`config.mk`:
```
export PLATFORM = sky130hd
export DESIGN_NAME = regfile_write_arbiter
export DESIGN_NICKNAME = d
export VERILOG_FILES = /design/src/rtl/regfile_write_arbiter_pkg.sv /design/src/rtl/regfile_busy_scoreboard.sv /design/src/rtl/regfile_write_arbiter.sv
export SDC_FILE = /design/constraint.sdc
export NUM_CORES = 1
export LEC_CHECK = 0
export CAP_MARGIN = 20
export CORE_MARGIN = 1
export CORE_UTILIZATION = 42
export DETAILED_ROUTE_END_ITERATION = 16
export PLACE_DENSITY = 0.77
export SLEW_MARGIN = 10
export SYNTH_ARGS = -nofsm -noshare
export SYNTH_HDL_FRONTEND = slang
export SYNTH_SLANG_ARGS = --single-unit
```
`constraint.sdc`:
```
create_clock -name clock -period 2.4 [get_ports clock]
set_input_delay 0.48 -clock clock [delete_from_list [all_inputs] [get_ports clock]]
set_output_delay 0.48 -clock clock [all_outputs]
set_load 0.05 [all_outputs]
```
`src/rtl/regfile_write_arbiter_pkg.sv`:
```
// Shared constants, state encoding and buffer entry layout for the regfile write arbiter.
package regfile_write_arbiter_pkg;

  localparam int unsigned REG_AW       = 5;
  localparam int unsigned DATA_W       = 32;
  localparam int unsigned MAX_WAIT_DEF = 4;

  localparam logic [REG_AW-1:0] STATUS_REG = 5'd30;
  localparam logic [DATA_W-1:0] EXC_CODE   = 32'd4;

  typedef enum logic [1:0] {
    IDLE  = 2'd0,
    HOLD  = 2'd1,
    FORCE = 2'd2
  } arb_state_t;

  // rd_w is the register actually written; rd_orig is the scoreboard entry to release.
  typedef struct packed {
    logic [REG_AW-1:0] rd_w;
    logic [REG_AW-1:0] rd_orig;
    logic [DATA_W-1:0] data;
  } md_entry_t;

endpackage

```
`src/rtl/regfile_busy_scoreboard.sv`:
```
// Busy bits for registers awaiting a multdiv result; set wins over clear, r0 never busy.
module regfile_busy_scoreboard
  import regfile_write_arbiter_pkg::*;
(
  input  logic              clock,
  input  logic              ctrl_reset_n,
  input  logic              set_en,
  input  logic [REG_AW-1:0] set_rd,
  input  logic              clr_en,
  input  logic [REG_AW-1:0] clr_rd,
  input  logic [REG_AW-1:0] rd_a,
  input  logic [REG_AW-1:0] rd_b,
  input  logic [REG_AW-1:0] rd_c,
  output logic              busy_a,
  output logic              busy_b,
  output logic              busy_c,
  output logic              status_busy
);

  logic [31:0] busy_q;
  logic [31:0] busy_nxt;

  always_comb begin
    busy_nxt = busy_q;
    if (clr_en) busy_nxt[clr_rd] = 1'b0;
    if (set_en) busy_nxt[set_rd] = 1'b1;
    busy_nxt[0] = 1'b0;
  end

  always_ff @(posedge clock or negedge ctrl_reset_n) begin
    if (!ctrl_reset_n) busy_q <= '0;
    else               busy_q <= busy_nxt;
  end

  assign busy_a      = busy_q[rd_a];
  assign busy_b      = busy_q[rd_b];
  assign busy_c      = busy_q[rd_c];
  assign status_busy = busy_q[STATUS_REG];

endmodule

```
`src/rtl/regfile_write_arbiter.sv`:
```
// Shares the regfile write port between the W stage and a one-entry multdiv result buffer,
// forcing the buffer through after MAX_WAIT lost arbitrations and tracking multdiv hazards.
module regfile_write_arbiter
  import regfile_write_arbiter_pkg::*;
#(
  parameter int unsigned MAX_WAIT = MAX_WAIT_DEF
) (
  input  logic              clock,
  input  logic              ctrl_reset_n,
  input  logic              pipe_we,
  input  logic [REG_AW-1:0] pipe_rd,
  input  logic [DATA_W-1:0] pipe_data,
  output logic              pipe_stall,
  input  logic              md_issue,
  input  logic [REG_AW-1:0] md_issue_rd,
  input  logic              md_valid,
  output logic              md_ready,
  input  logic [REG_AW-1:0] md_rd,
  input  logic [DATA_W-1:0] md_data,
  input  logic              md_exception,
  input  logic [REG_AW-1:0] dec_rs1,
  input  logic [REG_AW-1:0] dec_rs2,
  input  logic [REG_AW-1:0] dec_rd,
  input  logic [2:0]        dec_use,
  output logic              hazard_stall,
  output logic              ctrl_writeEnable,
  output logic [REG_AW-1:0] ctrl_writeReg,
  output logic [DATA_W-1:0] data_writeReg
);

  localparam int unsigned WW = (MAX_WAIT > 1) ? $clog2(MAX_WAIT) : 1;

  arb_state_t    state_q, state_nxt;
  logic [WW-1:0] wait_q, wait_nxt;
  md_entry_t     entry_q, entry_nxt;

  logic buf_full, pipe_wins, drain, capture;
  logic busy_a, busy_b, busy_c, status_busy;

  assign buf_full   = (state_q != IDLE);
  assign pipe_wins  = pipe_we && (state_q != FORCE);
  assign drain      = buf_full && !pipe_wins;
  assign md_ready   = !buf_full;
  assign capture    = md_valid && md_ready;
  assign pipe_stall = (state_q == FORCE);

  always_ff @(posedge clock or negedge ctrl_reset_n) begin
    if (!ctrl_reset_n) begin
      state_q <= IDLE;
      wait_q  <= '0;
      entry_q <= '0;
    end else begin
      state_q <= state_nxt;
      wait_q  <= wait_nxt;
      entry_q <= entry_nxt;
    end
  end

  // Next state, starvation counter and buffer capture with exception rewrite.
  always_comb begin
    state_nxt = state_q;
    wait_nxt  = wait_q;
    entry_nxt = entry_q;
    if (capture) begin
      entry_nxt.rd_w    = md_exception ? STATUS_REG : md_rd;
      entry_nxt.rd_orig = md_rd;
      entry_nxt.data    = md_exception ? EXC_CODE : md_data;
      state_nxt         = HOLD;
      wait_nxt          = '0;
    end else if (drain) begin
      state_nxt = IDLE;
      wait_nxt  = '0;
    end else if ((state_q == HOLD) && pipe_wins) begin
      if (wait_q == WW'(MAX_WAIT - 1)) state_nxt = FORCE;
      else                             wait_nxt  = wait_q + 1'b1;
    end
  end

  // Write port mux; r0 targets still select (and drain) but never enable.
  always_comb begin
    ctrl_writeEnable = 1'b0;
    ctrl_writeReg    = '0;
    data_writeReg    = '0;
    if (pipe_wins) begin
      ctrl_writeReg    = pipe_rd;
      data_writeReg    = pipe_data;
      ctrl_writeEnable = (pipe_rd != '0);
    end else if (buf_full) begin
      ctrl_writeReg    = entry_q.rd_w;
      data_writeReg    = entry_q.data;
      ctrl_writeEnable = (entry_q.rd_w != '0);
    end
  end

  regfile_busy_scoreboard u_scoreboard (
    .clock        (clock),
    .ctrl_reset_n (ctrl_reset_n),
    .set_en       (md_issue && (md_issue_rd != '0)),
    .set_rd       (md_issue_rd),
    .clr_en       (drain),
    .clr_rd       (entry_q.rd_orig),
    .rd_a         (dec_rs1),
    .rd_b         (dec_rs2),
    .rd_c         (dec_rd),
    .busy_a       (busy_a),
    .busy_b       (busy_b),
    .busy_c       (busy_c),
    .status_busy  (status_busy)
  );

  // A pending exception will overwrite STATUS_REG, so a pipe write to it cannot be trusted yet.
  assign hazard_stall = (dec_use[0] && busy_a) || (dec_use[1] && busy_b) ||
                        (dec_use[2] && busy_c) ||
                        (dec_use[2] && pipe_wins && (pipe_rd == STATUS_REG) && status_busy);

endmodule

```
==> results of run 1 <==
==> stage by stage <==
step	total power [mW]	setup slack [ns]	utilization [%]
6_report	5.69	-0.460	68.8
3_5_place_dp	4.46	-0.844	65.1
5_1_grt	5.94	-0.522	68.8
3_3_place_gp	4.39	-0.815	65.1
4_1_cts	5.60	-0.456	67.8
2_1_floorplan	3.19	-0.206	-
==> power by group through the flow <==
stage	clock, mW	sequential [mW]	combinational, mW
floorplan	0	1.89	1.30
global placement	0	2.07	2.31
detailed placement	0	2.09	2.37
CTS	1.12	2.07	2.41
global route	1.16	2.13	2.65
finish	1.11	2.09	2.49
==> final cells by class <==
cell class / instances / share of cell area (%)
Multi-Input combinational cell: 346 / 34.5
Timing Repair Buffer: 198 / 32.6
Sequential cell: 77 / 27.2
Tap cell: 136 / 2.40
Clock buffer: 13 / 2.24
Clock inverter: 3 / 0.952
Inverter: 3 / 0.159
==> final timing paths <==
kind | from | end | slack, ns
setup / recovery | dec_rs1[0] | hazard_stall | -0.46
min in group clock | entry_q[1] | entry_q[1] | 0.49
hold reg to reg | entry_q[1] | entry_q[1] | 0.49
hold / removal | ctrl_reset_n | entry_q[12] | 0.27
setup reg to reg | state_q[0] | u_scoreboard.busy_q[12] | 0.47
max in group asynchronous | ctrl_reset_n | u_scoreboard.busy_q[22] | 1.45
==> kinds of logic after synthesis <==
group	share of synthesized area [%]
and+or+nand+nor	17.3
AOI/OAI and AO/OA	20.8
buffers and inverters	3.33
muxes	15.0
adders and majority gates	0.280
xor gates and xnor gates	0.196
DFF	43.1
==> repair_timing <==
item,CTS,global route
gates cloned,0,1
setup endpoints to repair,2,33
pin swaps,5,5
hold buffers,0,0
setup buffers,5,4
gates resized for setup,29,9
==> synthesized netlist by cell type <==
library cell and instances:
buf_4 1, nand2b_1 39, or4_1 2, and2_1 1, mux2_2 9, nor2_1 18, nand3_1 12, a311oi_1 1
nor3_1 10, a2111oi_0 2, buf_2 2, xnor2_1 1, o21ai_1 2, nand3b_1 1, nor2b_1 15, ha_1 1
o21ai_0 94, nand4b_1 1, mux4_2 14, o31ai_1 3, a211o_1 1, buf_1 1, o311ai_0 1, a211oi_1 1
buf_6 2, a21oi_1 6, a31oi_1 2, nand4_1 2, mux2i_1 7, dfrtp_1 77, a22o_1 37, nand2_1 54
inv_1 3, clkbuf_1 25, mux4_1 7, or2_0 1, a221oi_1 1
==> registers in the layout, indices dropped and copies added, names as in the netlist <==
register	cells
entry_q	42
state_q	2
u_scoreboard.busy_q	31
wait_q	2
==> metal layers <==
layer,up-vias,track usage [%]
li1,2036,-
met1,2040,31.7
met2,208,43.9
met3,43,7.24
met4,0,8.45
met5,-,0
==> critical path, cell delays in order <==
cell and delay [ns]:
dlygate4sd2_1 0.21, buf_6 0.13, buf_4 0.11, mux4_2 0.47, nor2b_1 0.13, a211oi_1 0.05
a21oi_1 0.20, o311ai_2 0.11, a211o_2 0.34, buf_8 0.15
==> results.tsv, run 1 <==
stage	metric	value	unit
run_status	status	complete, but fails checks	
run_status	violations	setup timing	
route	drt_iter0_drc	249	
place	dpl_cell_area	0.00672	mm^2
synth	netlist_area	0.00447	mm^2
place	portBuffers	143	
route	drc	0	
power_and_ir_drop	vdd_drop_max	0.365	mV
timing	clock_skew	0.00877	ns
finish	drive_gt1_share	24.2	%
clock_tree	clk_pin_slew	0.08	ns
finish	instances_no_fill	776	
flow_run	drv_cap	0	
finish	antennaDiodeCount	0	
synth	netlist.area_leader.share	43.1	%
synth	synth.area.top_cells	dfrtp_1, o21ai_0, a22o_1	
route	m1WireLength	5790	um
timing	hold_viol_final	0	
worst_setup_path	cp_max_fo	5	
global_routing	grt_max_degree	78	
timing	rsz0062_at_grt	yes	
synth	synth_fp_nets	561	
floorplanning	core_area	0.0103	mm^2
worst_setup_path	required	1.92	ns
timing	drv_slew	0	
timing	worst_pin_slew	0.956	ns
finish	seqCellArea	0.00193	mm^2
finish	multiInputGateArea	0.00245	mm^2
power_and_ir_drop	power_density	802	mW/mm^2
timing	fin_ws	-0.460	ns
floorplanning	initial_core_util	43.3	%
power_and_ir_drop	p_clk_share	19.4	%
global_routing	grt_overflow	0	
power_and_ir_drop	power.share.combinational	43.8	%
floorplanning	rows	37	
worst_setup_path	critPathCaptureType	primary output	
finish	area_growth_syn_to_layout	58.7	%
worst_setup_path	start_kind	input pin	
route	first_pass_iters	4	
synth	synthCells	457	
route	top_layer	met4	
timing	hold_ws	0.274	ns
synth	syn_avg_cell_area	9.79	um^2
finish	fillers	792	
power_and_ir_drop	p_sw_share	35.7	%
route	wl_met2	6800	um
finish	finalInstanceArea	0.00710	mm^2
route	vias	4327	
worst_setup_path	criticalPathCategory	input pin to primary output	
power_and_ir_drop	pwr-share-seq	36.8	%
clock_tree	cts.root.buffer_cell	clkbuf_8	
floorplanning	ios	144	
power_and_ir_drop	power.leakage	2.96	nW
global_routing	grt_pass1_wl	22200	um
route	vias_per_cell	5.58	
clock_tree	cts_max_level	3	
timing	relSlewSlack	36.3	%
power_and_ir_drop	power.internal	3.66	mW
synth	synth_area_leader_cell	dfrtp_1	
clock_tree	cts_max_path_buffers	2	
floorplanning	die_x	105	um
synth	ys_warn_count	0	
power_and_ir_drop	switchingPower	2.03	mW
clock_tree	clk_latency	0.35	ns
finish	nNetsFinal	739	
timing	period_needed	2.86	ns
floorplanning	die_area	0.0111	mm^2
worst_hold_path	min_path_type	input pin to async pin	
timing	setup_tns	-0.460	ns
finish	final_cell_mix	o21ai_0, clkdlybuf4s50_1, dfrtp_1, nand2_1, buf_4	
worst_setup_path	r2r_cells	9	
clock_tree	cts_buffers	9	
place	gp_congestion	0.934	
route	dr_wl_met3	1120	um
synth	ys_types	37	
route	wirelength	14100	um
timing	fmax	350	MHz
timing	finalCritPeriodShare	119	%
worst_setup_path	cp.arrival	2.38	ns
clock_tree	cts_tree	built	
place	hpwl	10700	um
global_routing	grt_usage	25.9	%
global_routing	grt_pass1_vias	4536	
synth	seq_area_frac_synth	43.1	%
route	final_antenna_net_count	0	
route	wire_per_inst	18.2	um
synth	ys_ff_latch	77	
global_routing	antenna_found_initial	0	
clock_tree	clock-sinks	77	
floorplanning	die_h	105	um
place	dp.cells	750	
timing	setup_viol	1	
Note: power is estimated with default switching activity, not from simulation.
==> run 2, diff against run 1 <==
CORE_UTILIZATION = 43   (was 42)
GPL_TIMING_DRIVEN = 1   (was unset)
PLACE_DENSITY = 0.78   (was 0.77)
SYNTH_HIERARCHICAL = 1   (was unset)
clock period = 2.3 ns   (was 2.4 ns; I/O delays follow)
==> results.tsv, run 2 <==
stage	metric	value	unit	change
synth	seq_area_frac_synth	42.2	%	was 43.1%
worst_setup_path	cp.arrival	2.44	ns	was 2.38 ns
floorplanning	initial_core_util	44.2	%	was 43.3%
power_and_ir_drop	power.leakage	3.06	nW	was 2.96 nW
worst_setup_path	r2r_slack	0.53	ns	was 0.47 ns
timing	rsz0062_at_grt	yes		unchanged
clock_tree	cts_max_path_buffers	2		unchanged
worst_setup_path	r2r_cells	6		was 9
worst_hold_path	min_path_type	input pin to async pin		unchanged
route	vias	4530		was 4327
worst_setup_path	max_stage_delay	0.46	ns	was 0.47 ns
worst_setup_path	cpLargestDelayFamily	compound AO/OA/AOI/OAI gates		unchanged
finish	area_growth_syn_to_layout	55.2	%	was 58.7%
finish	largest_reg_flops	42		unchanged
clock_tree	cts_buffers	9		unchanged
timing	hold_viol_final	0		unchanged
timing	finalCritPeriodShare	126	%	
synth	ys_top_cells_by_count	o21ai_0, dfrtp_1, nand2_1		unchanged
worst_setup_path	critPathLaunch	u_scoreboard/busy_q[4]		was dec_rs1[0]
power_and_ir_drop	power_density	803	mW/mm^2	was 802 mW/mm^2
worst_setup_path	worstReg2RegStart	state_q[0]		unchanged
run_status	violations	setup timing		unchanged
synth	synth_edf_count	0		unchanged
floorplanning	die_h	105	um	about the same
finish	seqCellArea	0.00193	mm^2	about the same
clock_tree	cts_tree	built		unchanged
floorplanning	die_area	0.0110	mm^2	was 0.0111 mm^2
clock_tree	cts_max_level	3		unchanged
timing	drv_slew	0		unchanged
flow_run	drv_cap	0		unchanged
timing	fmax	344	MHz	
timing	period_needed	2.90	ns	
worst_setup_path	cp-endpoint	hazard_stall		unchanged
route	first_pass_iters	6		was 4
global_routing	antenna_found_initial	0		unchanged
place	gp_congestion	0.878		was 0.934
place	hpwl	10800	um	was 10700 um
global_routing	grt_overflow	0		unchanged
synth	async_reset_ff_share	100	%	unchanged
clock_tree	clk_pin_slew	0.09	ns	was 0.08 ns
power_and_ir_drop	vdd_drop_max	0.388	mV	was 0.365 mV
run_status	status	complete, but fails checks		unchanged
synth	ys_warn_count	6		was 0
route	m1WireLength	5710	um	was 5790 um
timing	relSlewSlack	64.6	%	was 36.3%
route	drc	0		unchanged
finish	final_cell_mix	o21ai_0, clkdlybuf4s50_1, dfrtp_1, nand2_1, buf_12		was o21ai_0, clkdlybuf4s50_1, dfrtp_1, nand2_1, buf_4
worst_setup_path	crit_chain	mux4_2, nand2b_4, o211ai_1, nand4_1, a222oi_1, buf_4, o21ai_2, buf_6		was dlygate4sd2_1, buf_6, buf_4, mux4_2, nor2b_1, a211oi_1, a21oi_1, o311ai_2, a211o_2, buf_8
worst_setup_path	critPathCaptureType	primary output		unchanged
power_and_ir_drop	total_power	5.69	mW	about the same
route	drt_iter0_drc	229		was 249
worst_setup_path	slowest_stage	mux4_2		unchanged
finish	nNetsFinal	748		was 739
clock_tree	postCtsHoldBufs	0		unchanged
synth	netlist.area_leader.share	42.2	%	was 43.1%
synth	syn_avg_cell_area	9.51	um^2	was 9.79 um^2
worst_setup_path	rr_endpoint	u_scoreboard/busy_q[18]		was u_scoreboard.busy_q[12]
floorplanning	die_x	105	um	about the same
clock_tree	clk_latency	0.35	ns	about the same
timing	clock_skew	0.00989	ns	was 0.00877 ns
floorplanning	rows	37		unchanged
finish	antennaDiodeCount	0		unchanged
timing	fin_ws	-0.604	ns	was -0.460 ns
synth	synthCells	480		was 457
finish	multiInputGateArea	0.00252	mm^2	was 0.00245 mm^2
synth	synth_ff_type	dfrtp_1		unchanged
worst_setup_path	start_kind	register		was input pin
global_routing	grt_usage	26.6	%	was 25.9%
synth	ys_ff_latch	77		unchanged
floorplanning	core_area	0.0103	mm^2	unchanged
timing	setup_viol	1		unchanged
route	dr_wl_met3	1110	um	was 1120 um
worst_setup_path	critPathBufInv	2		was 4
route	top_layer	met4		unchanged
synth	netlist_area	0.00457	mm^2	was 0.00447 mm^2
worst_setup_path	criticalPathCategory	register to primary output		was input pin to primary output
finish	fillers	814		was 792
worst_setup_path	crit_cells	8		was 10
route	wirelength	14500	um	was 14100 um
route	wl_met2	7120	um	was 6800 um
synth	synth_fp_nets	584		was 561
synth	synth.area.top_cells	dfrtp_1, o21ai_0, a22o_1		unchanged
finish	biggestRegsByFlops	entry_q (42), u_scoreboard/busy_q (31)		was entry_q (42), u_scoreboard.busy_q (31)
synth	synth_area_leader_cell	dfrtp_1		unchanged
floorplanning	ios	144		unchanged
place	portBuffers	143		unchanged
route	final_antenna_net_count	0		unchanged
finish	drive_gt1_share	20.0	%	was 24.2%
route	wire_per_inst	18.4	um	was 18.2 um
global_routing	grt_pass1_wl	23000	um	was 22200 um
finish	final_common_cell	o21ai_0		
synth	synth.most_common_cell	o21ai_0		unchanged
route	vias_per_cell	5.77		was 5.58
global_routing	grt_pass1_vias	4713		was 4536
timing	worst_pin_slew	0.530	ns	was 0.956 ns
synth	ys_types	37		unchanged
finish	regMostFlops	entry_q		unchanged
worst_setup_path	cp_max_fo	4		was 5
clock_tree	clock-sinks	77		unchanged
global_routing	grt_max_degree	47		was 78
finish	utilization	68.7	%	was 68.8%
worst_setup_path	required	1.84	ns	was 1.92 ns
clock_tree	cts.root.buffer_cell	clkbuf_8		unchanged
==> run 2: power by group <==
group	total (mW)	switching, mW	internal [mW]	leakage, nW
Sequential	2.18	0.435	1.74	0.958
Clock	1.18	0.530	0.651	0.113
Combinational	2.34	1.12	1.22	1.99
Total	5.69	2.09	3.61	3.06
==> run 2: layer usage <==
metal | vias up | GRT usage (%)
met3 | 43 | 5.93
met5 | - | 0
li1 | 2089 | -
met4 | 0 | 11.9
met1 | 2184 | 31.1
met2 | 214 | 46.5
==> run 2: layout make-up <==
type	instances	area share (%)
clock buffers	10	1.94
clock inverters	6	1.32
inverters	5	0.265
multi-input cells	368	35.5
flip-flops and latches	77	27.2
well taps	136	2.40
repair buffers	183	31.4
==> run 2: what timing repair did <==
action | CTS | global route
setup endpoints to repair | 15 | 39
pin swaps | 2 | 6
resized for setup | 16 | 12
buffers inserted | 7 | 3
gates cloned | 1 | 0
==> run 2: worst min path at each step <==
stage,cells past startpoint,to,slack [ns],startpoint
floorplan,0,entry_q[0],0.16,ctrl_reset_n
global placement,2,entry_q[27],0.46,entry_q[27]
detailed placement,1,entry_q[5],0.48,ctrl_reset_n
CTS,1,entry_q[21],0.1,ctrl_reset_n
global route,1,entry_q[5],0.12,ctrl_reset_n
finish,1,entry_q[5],0.08,ctrl_reset_n
==> run 2: per-stage QoR <==
stage               TNS (ns)  setup slack [ns]  area (um^2)  hold WS, ns  std cells
finish                -0.604            -0.604         7090       0.0849        785
global placement      -0.817            -0.817         6680        0.464        758
floorplan             -0.120            -0.120         4570        0.164        480
CTS                   -0.566            -0.566         7020       0.0999        782
global route          -0.690            -0.690         7090        0.117        785
detailed placement    -0.931            -0.931         6680        0.476        758
==> run 2: cells by family after synthesis <==
kind of cell / count (synthesis) / synth area share (%)
xor gates and xnor gates: 1 / 0.192
muxes: 42 / 12.5
adders and majority gates: 1 / 0.274
AOI/OAI and AO/OA: 167 / 22.7
buffers and inverters: 35 / 4.08
and+or+nand+nor: 157 / 18.1
DFF: 77 / 42.2
